## src/rtl/fx_noise_gate.sv

```systemverilog
`timescale 1ns/1ps
`default_nettype none
// ============================================================================
//  Module   : fx_noise_gate
//  Purpose  : Stereo noise gate. The louder channel's magnitude drives a
//             five-state gate (CLOSED/ATTACK/OPEN/HOLD/RELEASE) that ramps
//             a 0..256 gain applied to both channels. All state advances
//             only on sample_en strobes.
//  Ports    : clk           system clock
//             reset_n       synchronous active-low reset
//             audio_in      stereo samples, [0]=L, [1]=R, two's complement
//             audio_out     gated stereo samples, registered, 1-cycle latency
//             fx_threshold  gate open threshold (level >= threshold<<8)
//             fx_attack     strobes per +1 gain step minus one, in ATTACK
//             fx_hold       hold time in units of 64 strobes
//             fx_release    strobes per -1 gain step minus one, in RELEASE
//             sample_en     one-cycle strobe marking a valid sample
//  Revision : 1.0  initial release
// ============================================================================
module fx_noise_gate #(
    parameter int DATA_W  = 16,
    parameter int PARAM_W = 7
) (
    input  logic                   clk,
    input  logic                   reset_n,
    input  logic [1:0][DATA_W-1:0] audio_in,
    output logic [1:0][DATA_W-1:0] audio_out,
    input  logic [PARAM_W-1:0]     fx_threshold,
    input  logic [PARAM_W-1:0]     fx_attack,
    input  logic [PARAM_W-1:0]     fx_hold,
    input  logic [PARAM_W-1:0]     fx_release,
    input  logic                   sample_en
);

    localparam int LVL_W  = DATA_W - 1;
    localparam int GAIN_W = 9;
    localparam int HOLD_W = PARAM_W + 6;
    localparam int PROD_W = DATA_W + GAIN_W + 1;

    localparam logic [GAIN_W-1:0]  GAIN_MAX = 9'd256;
    localparam logic [LVL_W-1:0]   LVL_ONE  = 1;
    localparam logic [PARAM_W-1:0] RATE_ONE = 1;
    localparam logic [HOLD_W-1:0]  HOLD_ONE = 1;

    typedef enum logic [2:0] {
        S_CLOSED  = 3'd0,
        S_ATTACK  = 3'd1,
        S_OPEN    = 3'd2,
        S_HOLD    = 3'd3,
        S_RELEASE = 3'd4
    } state_t;

    state_t                   state_q, state_d;
    logic [GAIN_W-1:0]        gain_q,  gain_d;
    logic [PARAM_W-1:0]       rate_q,  rate_d;
    logic [HOLD_W-1:0]        hold_q,  hold_d;
    logic [1:0][DATA_W-1:0]   audio_q, audio_d;

    logic [1:0][LVL_W-1:0]    abs_w;
    logic [1:0][DATA_W-1:0]   scaled_w;
    logic [LVL_W-1:0]         level_w;
    logic [LVL_W-1:0]         open_th_w;
    logic [LVL_W-1:0]         close_th_w;

    // Per-channel magnitude and gain scaling.
    for (genvar ch = 0; ch < 2; ch++) begin : g_ch
        logic                     is_min_w;
        logic signed [PROD_W-1:0] prod_w;

        // The most negative sample has no positive counterpart in LVL_W
        // bits, so it saturates to the largest representable level.
        assign is_min_w   = audio_in[ch][DATA_W-1] && (audio_in[ch][LVL_W-1:0] == '0);
        assign abs_w[ch]  = is_min_w                ? '1 :
                            audio_in[ch][DATA_W-1]  ? (~audio_in[ch][LVL_W-1:0] + LVL_ONE) :
                                                      audio_in[ch][LVL_W-1:0];

        // Full-width signed product; gain is zero-extended so it stays positive.
        assign prod_w = $signed({{(GAIN_W+1){audio_in[ch][DATA_W-1]}}, audio_in[ch]})
                      * $signed({{(DATA_W+1){1'b0}}, gain_q});
        assign scaled_w[ch] = DATA_W'(prod_w >>> 8);
    end

    assign level_w    = (abs_w[0] >= abs_w[1]) ? abs_w[0] : abs_w[1];
    assign open_th_w  = LVL_W'({fx_threshold, 8'b0});
    assign close_th_w = open_th_w >> 1;

    always_ff @(posedge clk) begin
        if (!reset_n) begin
            state_q <= S_CLOSED;
            gain_q  <= '0;
            rate_q  <= '0;
            hold_q  <= '0;
            audio_q <= '0;
        end else begin
            state_q <= state_d;
            gain_q  <= gain_d;
            rate_q  <= rate_d;
            hold_q  <= hold_d;
            audio_q <= audio_d;
        end
    end

    // Rate dividers compare with >= so that lowering fx_attack/fx_release
    // below the running count takes effect on the very next strobe.
    always_comb begin
        state_d = state_q;
        gain_d  = gain_q;
        rate_d  = rate_q;
        hold_d  = hold_q;
        audio_d = audio_q;

        if (sample_en) begin
            // Output uses the gain held before this strobe's update.
            audio_d = scaled_w;

            case (state_q)
                S_CLOSED: begin
                    gain_d = '0;
                    if (level_w >= open_th_w) begin
                        state_d = S_ATTACK;
                        rate_d  = '0;
                    end
                end

                S_ATTACK: begin
                    if (gain_q >= GAIN_MAX) begin
                        gain_d  = GAIN_MAX;
                        state_d = S_OPEN;
                        rate_d  = '0;
                    end else if (rate_q >= fx_attack) begin
                        gain_d = gain_q + 9'd1;
                        rate_d = '0;
                        if (gain_q == GAIN_MAX - 9'd1) begin
                            state_d = S_OPEN;
                        end
                    end else begin
                        rate_d = rate_q + RATE_ONE;
                    end
                end

                S_OPEN: begin
                    gain_d = GAIN_MAX;
                    if (level_w < close_th_w) begin
                        state_d = S_HOLD;
                        hold_d  = {fx_hold, 6'b0};
                        rate_d  = '0;
                    end
                end

                S_HOLD: begin
                    gain_d = GAIN_MAX;
                    if (level_w >= open_th_w) begin
                        state_d = S_OPEN;
                        rate_d  = '0;
                    end else if (hold_q == '0) begin
                        state_d = S_RELEASE;
                        rate_d  = '0;
                    end else begin
                        hold_d = hold_q - HOLD_ONE;
                    end
                end

                S_RELEASE: begin
                    if (level_w >= open_th_w) begin
                        // Re-attack resumes from the current gain.
                        state_d = S_ATTACK;
                        rate_d  = '0;
                    end else if (gain_q == '0) begin
                        state_d = S_CLOSED;
                        rate_d  = '0;
                    end else if (rate_q >= fx_release) begin
                        gain_d = gain_q - 9'd1;
                        rate_d = '0;
                        if (gain_q == 9'd1) begin
                            state_d = S_CLOSED;
                        end
                    end else begin
                        rate_d = rate_q + RATE_ONE;
                    end
                end

                default: begin
                    state_d = S_CLOSED;
                    gain_d  = '0;
                    rate_d  = '0;
                end
            endcase
        end
    end

    assign audio_out = audio_q;

endmodule
`default_nettype wire

```

## config.mk

```make
export PLATFORM = sky130hd
export DESIGN_NAME = fx_noise_gate
export DESIGN_NICKNAME = d
export VERILOG_FILES = /design/src/rtl/fx_noise_gate.sv
export SDC_FILE = /design/constraint.sdc
export NUM_CORES = 1
export LEC_CHECK = 0
export BUFFER_PORTS_ARGS = -buffer_cell sky130_fd_sc_hd__buf_2
export CAP_MARGIN = 20
export CORE_AREA = 10 10 177 179
export CTS_CLUSTER_DIAMETER = 40
export DETAILED_ROUTE_END_ITERATION = 8
export DIE_AREA = 0 0 187 189
export PLACE_DENSITY = 0.77
export SLEW_MARGIN = 20
export SYNTH_ARGS = -nofsm -noshare
export SYNTH_HDL_FRONTEND = slang
export SYNTH_SLANG_ARGS = --single-unit
```

## constraint.sdc

```tcl
create_clock -name clk -period 20.1 [get_ports clk]
set_clock_uncertainty 0.05 [all_clocks]
set_input_delay 1.005 -clock clk [delete_from_list [all_inputs] [get_ports clk]]
set_output_delay 1.005 -clock clk [all_outputs]
set_load 0.02 [all_outputs]
```

; ---- Yosys cells after proc, flatten, opt, wreduce, memory -nomap -nowiden
; Index checks and enable logic that the tools add are counted.
[totals]
memories = 0
rom_bits = 0
word_cells = 90
input_bits = 63
reg_bits = 64
latch_bits = 0
mem_bits_rw = 0
[classes]
n_reduce_logical = 13
n_addsub = 6
muxes = 37
n_eq_ne = 18
div = 0
magnitude_cmp = 6
mul = 2
shifts = 0
bitwise_logic = 2
[op_table]
columns = operator, n
row1 = 15-bit 2-to-1 mux, 5
row2 = 7-bit 2-to-1 mux, 9
row3 = 16-bit by 10-bit multiplier with 24-bit output, 2
row4 = 9-bit 2-to-1 mux, 5
row5 = 13-bit 2-to-1 mux, 3
row6 = 7-bit case mux with 5 select lines, 1
row7 = 3-bit 2-to-1 mux, 11
row8 = "15-bit by 1-bit adder with 15-bit output, second input constant", 2
row9 = 15-bit >= comparator, 2
row10 = 15-bit zero test, 2
row11 = 15-bit NOT, 2
row12 = 9-bit case mux with 3 select lines, 1
row13 = 13-bit case mux with 2 select lines, 1
row14 = 15-bit by 14-bit less-than comparator with 1-bit output, 1
row15 = 3-bit case mux with 5 select lines, 1
row16 = 7-bit >= comparator, 2
row17 = "2-bit != test, second input constant", 7
row18 = 13-bit zero test, 1
row19 = "13-bit by 1-bit subtractor with 13-bit output, second input constant", 1
row20 = 5-bit AND reduction, 2
row21 = "9-bit by 1-bit adder with 9-bit output, second input constant", 1
row22 = "9-bit by 1-bit == test with 1-bit output, second input constant", 1
row23 = "9-bit by 8-bit == test with 1-bit output, second input constant", 1
row24 = "9-bit >= comparator, second input constant", 1
row25 = other kinds (14), 19

; ---- Depth between registers and ports, before layout
[depth]
depth_word = 9
ltp_mapped = 29

; ---- Worst setup path before layout
; No wires, ideal clock.
[synth_timing]
path_type = input port to flip-flop
start = input audio_in[17] in the netlist's numbering
end = register rate_q[3]
path_buffers = 3
stages = 26
arrival_ns = 6.865
slack_ns = 13.114
setup_ns = 0.070
path_cell_list = clkbuf_1 > inv_1 > ha_1 > or3b_4 > or4_4 > or3_1 > nor2_1 > nor2_1 > ha_1 > a21o_1 > a221o_1 > a31oi_1 > o211ai_1 > clkbuf_1 > nor3_1 > a31oi_1 > ha_1 > nand4_1 > nor2_1 > nand4_1 > or4_4 > nand3_1 > o211ai_1 > buf_2 > or4_1 > a21oi_1
[synth_via]
elab_chain_cells = 9
elab_cells_between_ends = 17
cone_classes = add/sub: 1 / order compare: 3 / eq/ne: 3 / mux: 6 / bitwise: 1 / reduce/logical: 3
[synth_rtl]
columns = element, line_no
row1 = start: declaration, 26  ; input logic [1:0][DATA_W-1:0] audio_in,
row2 = 15-bit NOT, 74  ; audio_in[ch][DATA_W-1] ? (~audio_in[ch][LVL_W-1:0] + LVL_ONE) :
row3 = 15-bit by 1-bit adder with 15-bit output, 74
row4 = 15-bit 2-to-1 mux, 74
row5 = 15-bit 2-to-1 mux (*), 73  ; assign abs_w[ch] = is_min_w ? '1 :
row6 = 15-bit >= comparator, 83  ; assign level_w = (abs_w[0] >= abs_w[1]) ? abs_w[0] : abs_w[1];
row7 = 15-bit 2-to-1 mux (*), 83
row8 = 15-bit >= comparator / 15-bit by 14-bit less-than comparator with 1-bit output (equally long branches), -
row9 = 7-bit 2-to-1 mux (tied with other cells), 164  ; if (level_w >= open_th_w) begin
row10 = 7-bit case mux with 5 select lines / 4-bit AND reduction (equally long branches), -
row11 = end signal: assignment, 97  ; rate_q <= rate_d;
row12 = end: declaration, 55  ; logic [PARAM_W-1:0] rate_q, rate_d;
; Mark *: on every way between the ends. The rest lies on a longest branch, timed or not.
; A chain may end at the register's enable or synchronous reset.

; ---- Final worst setup path
[layout_timing]
start = input audio_in[17] in the netlist's numbering
end = register gain_q[4]
[layout_via]
elab_chain_cells = 9
elab_cells_between_ends = 11
cone_classes = add/sub: 1 / order compare: 2 / eq/ne: 1 / mux: 3 / bitwise: 1 / reduce/logical: 3
[layout_rtl]
columns = element, line_no
row1 = 15-bit NOT, 74
row2 = 15-bit by 1-bit adder with 15-bit output, 74
row3 = 15-bit 2-to-1 mux, 74
row4 = 15-bit 2-to-1 mux (*), 73
row5 = 15-bit >= comparator, 83
row6 = 15-bit 2-to-1 mux (*), 83
row7 = 15-bit >= comparator (*), 164
row8 = 2-bit != test (no source line) (*), -
row9 = 5-bit AND reduction (no source line) (*), -
row10 = end signal: assignment, 96  ; gain_q <= gain_d;
row11 = end: declaration, 54  ; logic [GAIN_W-1:0] gain_q, gain_d;
; Marked as above.

==> results_dict.tcl <==
set metrics [dict create \
    finalHoldViolations 0 \
    synth_warnings 0 \
    synth_fp_nets 2226 \
    grt_pass1_vias 13300 \
    vias_per_cell 5.658 \
    tns_ns 0 \
    via_count 12410 \
    power_frac_clock 0.322 \
    dp.final_hpwl_mm 31.06 \
    placed_area_sq_um 15540 \
    ios 95 \
    firstDrtPassIters 5 \
    status "finished clean" \
    drv_slew 0 \
    startpoint_type "input port" \
    maxCapViolations 0 \
    diodes 0 \
    grt_pass1_wl_mm 66.71 \
    seq_power_share 0.251 \
    post-place-ws_ns 11.96 \
    overflow 0 \
    rows 61 \
    slew_headroom 0.3117 \
    synth_area_sq_um 14860 \
    drtIter0Drc 865 \
    fp.dieW_um 187 \
    synthCells 1785 \
    final_nets 2251 \
    grt_max_degree 45 \
    synth.avg_cell_area_sq_um 8.323 \
    cts.clk_slew.worst_paths_ns 0.06 \
    leakage_nw 8.298 \
    cts_buffers 9 \
    drc 0 \
    fp.dieH_um 189 \
    crit_fanout 12 \
    powerDensity_nw_per_um2 35.20 \
    cts_buffer_depth 2 \
    intPower_mw 0.3298 \
    ys_ff_latch 64 \
    setup_viol 0 \
    port_buffers 94 \
    rr_startpoint "gain_q[2]$_SDFFE_PN0P_" \
    rsz0062_at_grt "no" \
    placed_cells 2176 \
    finalNonFillerCells 2193 \
    dieArea_sq_um 35340 \
    fin_ws_ns 12.42 \
    fin_crit_sh 0.3821 \
    synthFlopType "dfxtp_1" \
    max_slew.worst_pin.slew_ns 1.023 \
    async_flop_share 0 \
    p_sw_mw 0.2293 \
    drt-total-wl_mm 39.59 \
    cts.sink_count 64 \
    hold_class "flip-flop to flip-flop" \
    routabilityCongestion 0.9167 \
    synth_cell_types 77 \
    design.core.area_sq_um 27630 \
    synth_edf_count 0 \
    h-tree-depth 3 \
    critPathCaptureType "flip-flop" \
    cts_tree "yes" \
    cts-root-buf "clkbuf_16" \
    ys_seq_area_frac 0.08624 \
    whs_ns 0.4162 \
    crit_start "audio_in[17]" \
    wl_per_cell_um 18.05 \
    clk-insertion-delay-late_ns 0.34 \
    period_minus_slack_ns 7.681 \
    max_stage_delay_ns 0.64 \
    worstHoldStart "audio_out[2]$_SDFFE_PN0P_" \
    syn2layout_area_growth_pct 6.906 \
    critPathSlowestCell "a31oi_1" \
    worst_ir_drop_vdd_mv 0.04483 \
    n_fill_cell 2538 \
    grt_usage 0.2295 \
    clock.fmax_mhz 130.2 \
    finalCoreUtilization 0.5749 \
    postRouteAntennaNets 0 \
    total_power_mw 0.5590 \
    design_area_sq_um 15880 \
    p_sw_frac 0.4101 \
    start_util 0.5377 \
    worstSetupPathType "input port to flip-flop" \
    hold_buffers 0 \
    drive_above_1_share 0.08760 \
    arrival_ns 7.91 \
    crit_required_ns 20.33 \
    combinationalPowerShare 0.426 \
    cts-resized-gates 0 \
    post-cts-setup-buffers 0 \
    antenna_found_initial 0 \
]
## final cells by class
cell class,count,area (sq um),share of cell area
Tap cell,378,473.0,0.02978
Sequential cell,64,1281,0.08067
Clock buffer,9,225.2,0.01418
Multi-Input combinational cell,1325,12080,0.7605
Clock inverter,7,103.9,0.006539
Inverter,299,1122,0.07066
Timing Repair Buffer,111,598.1,0.03766
## path summary, 6_finish.rpt
kind,slack (ns),to,cells past startpoint
min reg2reg,0.42,audio_out[2]$_SDFFE_PN0P_,2
max reg2reg,13.33,audio_out[8]$_SDFFE_PN0P_,20
max,12.42,gain_q[4]$_SDFFE_PN0P_,27
min,0.42,audio_out[2]$_SDFFE_PN0P_,2
## sequential cells by signal (all words and copies together), names as in the netlist
register and flops:
hold_q 13, gain_q 9, state_q 3, rate_q 7
audio_out 32
## cell usage in the layout, fill, tap and decap left out, types with 5 or more instances in the layout
master     count
a31oi_1       26
a21o_1        20
mux2i_1       20
or2_2          8
o21a_1         7
nand3_1       37
buf_4         17
nand4_1       12
o21ai_0       47
dfxtp_1       64
o211ai_1       8
a211oi_1       8
inv_1        295
xnor2_1       43
fa_1         228
o41ai_1        5
clkbuf_16      9
o21bai_1       5
nor2_1        79
and3_1         9
nand2_1      186
nor4_1         8
nor3_1        25
and2_1       185
buf_2         94
nor2b_1        7
or3_1         11
ha_1         150
xor2_1        25
o31ai_1       12
a21oi_1       49
or4_1         10
o22ai_1        7
nand2b_1      16
## synth_stat cells, drive strengths merged (25+ instances only)
master	instances	area [sq um]
xor2	25	219.0
and2	185	1157
a21oi	49	245.2
ha	150	1877
o21ai	49	249.0
clkbuf	89	334.1
nor3	26	130.1
fa	228	4564
a31oi	26	162.7
nand3	37	185.2
xnor2	43	376.6
nand2	187	709.4
dfxtp	64	1281
inv	296	1111
nor2	82	312.8
## kinds of logic (layout without fill, tap and decap cells)
group / after synthesis / in the layout / share of synthesized area
fa+ha+maj: 378 / 378 / 0.4336
mux: 22 / 22 / 0.01575
compound gates: 242 / 242 / 0.1097
simple gates: 615 / 615 / 0.2135
buf+inv: 396 / 426 / 0.1012
xor+xnor: 68 / 68 / 0.04009
flops: 64 / 64 / 0.08624
## per-layer routing
metal / GRT usage / up-vias / share of wire
li1: - / 5774 / -
met4: 0.08530 / 0 / 0.033
met1: 0.2802 / 6163 / 0.42
met3: 0.02830 / 70 / 0.049
met5: 0 / - / 0
met2: 0.4070 / 401 / 0.50
## critical path, delay by kind of cell
kind	cells	cell delay, ns
AND/OR/NAND/NOR	13	3.45
AO/OA/AOI/OAI	7	1.96
adder cells (fa/ha/maj)	3	0.84
buffers and inverters	4	0.64
## power groups by stage
stage	clock network, mW	registers, mW	logic, mW
floorplan	0	0.143	0.169
global placement	0	0.143	0.229
detailed placement	0	0.143	0.234
CTS	0.181	0.140	0.235
global route	0.185	0.141	0.266
finish	0.180	0.140	0.238
Note: power is estimated with default switching activity, not from simulation.
